**src/rtl/hex_tx_pkg.sv**
```systemverilog
// hex_tx_pkg: shared state encoding and ASCII constants for the hex digest serializer.
package hex_tx_pkg;

    typedef enum logic [2:0] {IDLE, HEX, CR, LF, FIN} state_t;

    localparam logic [7:0] CHAR_CR   = 8'h0D;
    localparam logic [7:0] CHAR_LF   = 8'h0A;
    localparam logic [7:0] CHAR_0    = 8'h30;
    localparam logic [7:0] CHAR_A_LO = 8'h61;
    localparam logic [7:0] CHAR_A_UP = 8'h41;

endpackage

```
**src/rtl/nibble_to_ascii.sv**
```systemverilog
// nibble_to_ascii: combinational map of a 4-bit value to its ASCII hex character.
module nibble_to_ascii #(
    parameter bit UPPERCASE = 1'b0
) (
    input  logic [3:0] nibble,
    output logic [7:0] ascii
);
    import hex_tx_pkg::*;

    assign ascii = (nibble < 4'd10) ? CHAR_0 + {4'h0, nibble}
                                    : (UPPERCASE ? CHAR_A_UP : CHAR_A_LO) + {4'h0, nibble} - 8'd10;

endmodule

```
**src/rtl/hex_digest_tx.sv**
```systemverilog
// hex_digest_tx: captures a digest on start and streams it as ASCII hex bytes over valid/ready,
// optionally followed by CR/LF, with a one-cycle done pulse at the end.
module hex_digest_tx #(
    parameter int D         = 512,
    parameter bit MSB_FIRST = 1'b1,
    parameter bit UPPERCASE = 1'b0,
    parameter bit TERM_EN   = 1'b1
) (
    input  logic         clk,
    input  logic         reset,
    input  logic         start,
    input  logic [D-1:0] digest,
    output logic         busy,
    output logic         done,
    output logic [7:0]   out_data,
    output logic         out_valid,
    input  logic         out_ready
);
    import hex_tx_pkg::*;

    localparam int N  = D / 4;
    localparam int CW = $clog2(N);

    state_t        state, state_nx;
    logic [CW-1:0] cnt, cnt_nx, sel;
    logic [D-1:0]  cap;
    logic [3:0]    nib;
    logic [7:0]    hex_char;
    logic          xfer, last;

    assign xfer = out_valid & out_ready;
    assign last = cnt == CW'(N - 1);

    always_comb begin
        state_nx = state;
        cnt_nx   = cnt;
        unique case (state)
            IDLE: if (start) begin
                state_nx = HEX;
                cnt_nx   = '0;
            end
            HEX: if (xfer) begin
                if (last) state_nx = TERM_EN ? CR : FIN;
                else cnt_nx = cnt + 1'b1;
            end
            CR:  if (xfer) state_nx = LF;
            LF:  if (xfer) state_nx = FIN;
            FIN: state_nx = IDLE;
            default: state_nx = IDLE;
        endcase
    end

    always_ff @(posedge clk or posedge reset) begin
        if (reset) begin
            state     <= IDLE;
            cnt       <= '0;
            cap       <= '0;
            out_valid <= 1'b0;
        end else begin
            state     <= state_nx;
            cnt       <= cnt_nx;
            out_valid <= state_nx inside {HEX, CR, LF};
            if (state == IDLE && start) cap <= digest;
        end
    end

    // Counter position k maps to nibble index from the top or bottom of the capture.
    assign sel = MSB_FIRST ? CW'(N - 1) - cnt : cnt;
    assign nib = cap[{sel, 2'b00} +: 4];

    nibble_to_ascii #(.UPPERCASE(UPPERCASE)) u_n2a (
        .nibble(nib),
        .ascii (hex_char)
    );

    assign out_data = (state == HEX) ? hex_char
                    : (state == CR)  ? CHAR_CR
                    : (state == LF)  ? CHAR_LF
                    : 8'h00;
    assign busy = state inside {HEX, CR, LF};
    assign done = state == FIN;

endmodule

```
**config.mk**
```make
export PLATFORM = sky130hd
export DESIGN_NAME = hex_digest_tx
export DESIGN_NICKNAME = d
export VERILOG_FILES = /design/src/rtl/hex_tx_pkg.sv /design/src/rtl/nibble_to_ascii.sv /design/src/rtl/hex_digest_tx.sv
export SDC_FILE = /design/constraint.sdc
export NUM_CORES = 1
export LEC_CHECK = 0
export BUFFER_PORTS_ARGS = -buffer_cell sky130_fd_sc_hd__buf_4
export CORE_ASPECT_RATIO = 2
export CORE_MARGIN = 4
export CORE_UTILIZATION = 30
export CTS_CLUSTER_DIAMETER = 40
export DETAILED_ROUTE_END_ITERATION = 12
export MAX_ROUTING_LAYER = met4
export PLACE_DENSITY = 0.61
export SYNTH_ARGS = -nofsm -noshare
export SYNTH_HDL_FRONTEND = slang
export SYNTH_SLANG_ARGS = --single-unit
```
**constraint.sdc**
```tcl
create_clock -name clk -period 45.9 [get_ports clk]
set_input_delay 6.885 -clock clk [delete_from_list [all_inputs] [get_ports clk]]
set_output_delay 6.885 -clock clk [all_outputs]
set_load 0.01 [all_outputs]
```
==> results.cfg <==
[outcome]
status = complete, no violations

[die]
start_util_pct = 30.2
dieArea_um2 = 83700
floorplan.io_pins = 527
coreArea_um2 = 78200
floorplan.die.height_um = 405
fp-row-count = 145
chipWidth_um = 207

[timing]
worst_clock_skew_ns = 0.0223
final_min_period_over_clock_period_pct = 28.6
holdWs_ns = 0.503
setup_tns_ns = 0
post-route-min-period_ns = 13.11
setup_violations = 0
rsz0062_at_grt = false
max_freq_mhz = 76.3
slew_headroom_pct = 26.0
worst_pin_slew_ns = 1.11
final-max-slew-violation-count = 0
final-hold-violation-count = 0
final_critical_path_setup_slack_ns = 32.79

[place]
routabilityCongestion = 0.836
detailedPlace.worstSlack_ns = 33.44
dpl.cell_count = 2969
io_buffer_count = 525
hpwl_after_detailed_placement_um = 57300

[synth]
number_of_synthesis_warnings = 0
synth_ff_type = dfrtp_1
largest_family_of_logic_cells_by_synthesized_area = multiplexers
synth_top_area_share_pct = 55.3
synth.cell_area_um2 = 23700
synth_unique_cells = 47
portion_of_the_post_synthesis_area_used_by_sequential_elements_pct = 55.3
synth-simple-area-share_pct = 1.57
ys_seq_elements = 523
post_synth_mux_area_share_pct = 38.4
synth_compound_area_share_pct = 2.31
synth-adder-area-share_pct = 0.106
netlist.top_cell.by_area = dfrtp_1
post_synth_xor_area_fraction_pct = 0.148
post_synth.cell_area_avg_um2 = 15.8
yosysMostFrequentCell = dfrtp_1
synthesis.instances = 1495
synth-edff-count = 0
synth.net_count = 2013
synthArstFlopShare_pct = 100
synth.top_cells.by_count = 523 x dfrtp_1, 517 x mux2_2, 121 x mux4_2
post_synth_main_area_contributors = dfrtp_1 55%, mux2_2 25%, mux4_2 12%, mux2i_1 2.2%, clkbuf_1 1.2%

[cells_and_area]
finalNonFillerCells = 3090
multi_input_area_um2 = 10100
area_growth_synth_to_finish_pct = 30.0
ratio_of_cells_with_drive_above_1_in_the_final_layout_pct = 63.3
seq_area_um2 = 13100
final.fill_count = 7315
final_nets = 2520

[power_and_ir_drop]
switching_share_pct = 31.8
p_leak_nw = 15.0
power_density_nw_per_um2 = 58.8
vdd_drop_max_v = 0.0000399
net-switching-power_uw = 575
internal_power_mw = 1.23
combPwrFrac_pct = 30.9
pwr-share-clk_pct = 27.5
sequential_share_of_power_pct = 41.6

[route]
vias_per_cell = 4.88
drt_wl_total_um = 77300
ant_nets = 0
vias = 15100
remaining_design_rule_violation_count = 0
routedWlPerCell_um = 25.0
drt-initial-drc-count = 596
firstDrtPassIters = 4

[grt]
grt_first_pass_wirelength_um = 113000
grt_start_max_net_pins = 156
gr-usage-all-layers_pct = 18.6
grt_antenna_before_repair = 10
via_count_of_the_first_global_routing_pass = 17300
grt_remaining_overflow = 0

[critical_path]
worstReg2RegStart = state[1]
worst-r2r-setup-slack_ns = 41.73
worst-setup-path-type = reg2out
critPathCaptureType = primary output
critPathArrivalTime_ns = 6.23
setup.worst_path.start = cnt[0]
rr_worst_depth = 7
path_max_fanout = 47
endpoint = out_data[2]
crit_required_ns = 39.01
worst_setup_path_start_kind = flip-flop
r2r_end = cap[81]

[clock_tree]
clk_pin_slew_ns = 0.06
ctsLongestPathBuffers = 3
tritoncts = built
cts_max_level = 2
cts-root-buf = clkbuf_16
numCtsBuffers = 60
post_cts_resized = 0
post-cts-setup-buffers = 0
clock-sinks = 523
hold_buffers = 0
clock_latency_ns = 0.63

[flow_run]
drv.max_cap_violation_count = 0

[hold_path]
worst_min_delay_path_category = reg2reg
layer usage:
layer	global-route usage, %	up-vias	wire length, um
li1	-	6667	-
met1	22.4	7863	30600
met2	31.0	475	39000
met3	4.85	89	5840
met4	5.19	0	1840
met5	-	-	0
layout make-up:
class	count	area share, %
tap	1029	4.19
timing repair buffer	548	13.5
inverter	12	0.171
sequential	523	42.6
clock inverter	39	1.47
antenna	11	0.0895
multi-input combinational	857	32.7
clock buffer	71	5.28
worst max-delay path: stages, from the launching register on:
cell	delay (ns)
dfrtp_4	0.77
buf_4	0.80
buf_4	0.81
mux4_2	0.60
mux4_2	0.48
and2_0	0.16
a2111oi_0	0.89
o31ai_1	0.29
a211o_1	0.35
o211ai_1	0.11
buf_4	0.17
power groups by stage:
stage	Sequential, mW	Combinational, mW	Clock (mW)
after global placement	0.754	0.560	0
after floorplan	0.703	0.403	0
after CTS	0.755	0.573	0.512
after global routing	0.775	0.605	0.528
final	0.751	0.559	0.496
after detailed placement	0.763	0.570	0
cell usage in the layout (no fill, tap or decap), drive strengths merged, types with 2 or more instances in the layout:
cell and n:
a211o 2, a21oi 21, a22o 2, a22oi 24, a311oi 3, a31oi 6, and2 4, and3 2
buf 548, bufinv 4, clkbuf 71, clkinv 17, clkinvlp 6, dfrtp 523, diode 11, ha 2
inv 24, mux2 517, mux2i 53, mux4 121, nand2 27, nand3 13, nor2 16, nor2b 5
nor3 4, nor4 2, o211ai 4, o21ai 5, o221ai 3, o31ai 2, xnor2 4
cell families (layout without fill, tap and decap cells):
group,after synthesis,in the layout
adder cells (fa/ha/maj),2,2
buffers and inverters,115,670
XOR/XNOR,4,4
multiplexers,691,691
AND/OR/NAND/NOR,79,79
flip-flops,523,523
AO/OA/AOI/OAI,80,80
other,1,12
sequential cells by signal, summed over array words and instances (netlist names):
name / cells
state: 3
cap: 512
cnt: 7
out_valid: 1
metrics by stage:
stage / utilization [%] / power [mW] / cell area (um2)
2_1_floorplan: - / 1.11 / 23700
3_3_place_gp: 36.6 / 1.31 / 28600
3_5_place_dp: 36.6 / 1.33 / 28600
4_1_cts: 39.3 / 1.84 / 30700
5_1_grt: 39.3 / 1.91 / 30700
6_report: 39.3 / 1.81 / 30700
worst min path at each step:
stage               cells after the start  startpoint  endpoint
finish                                  1    cap[304]  cap[304]
global route                            1    cap[312]  cap[312]
CTS                                     1    cap[132]  cap[132]
detailed placement                      1    cap[132]  cap[132]
global placement                        1     cap[23]   cap[23]
floorplan                               1    cap[197]  cap[197]
No activity file was read; power rests on OpenSTA's default activity.
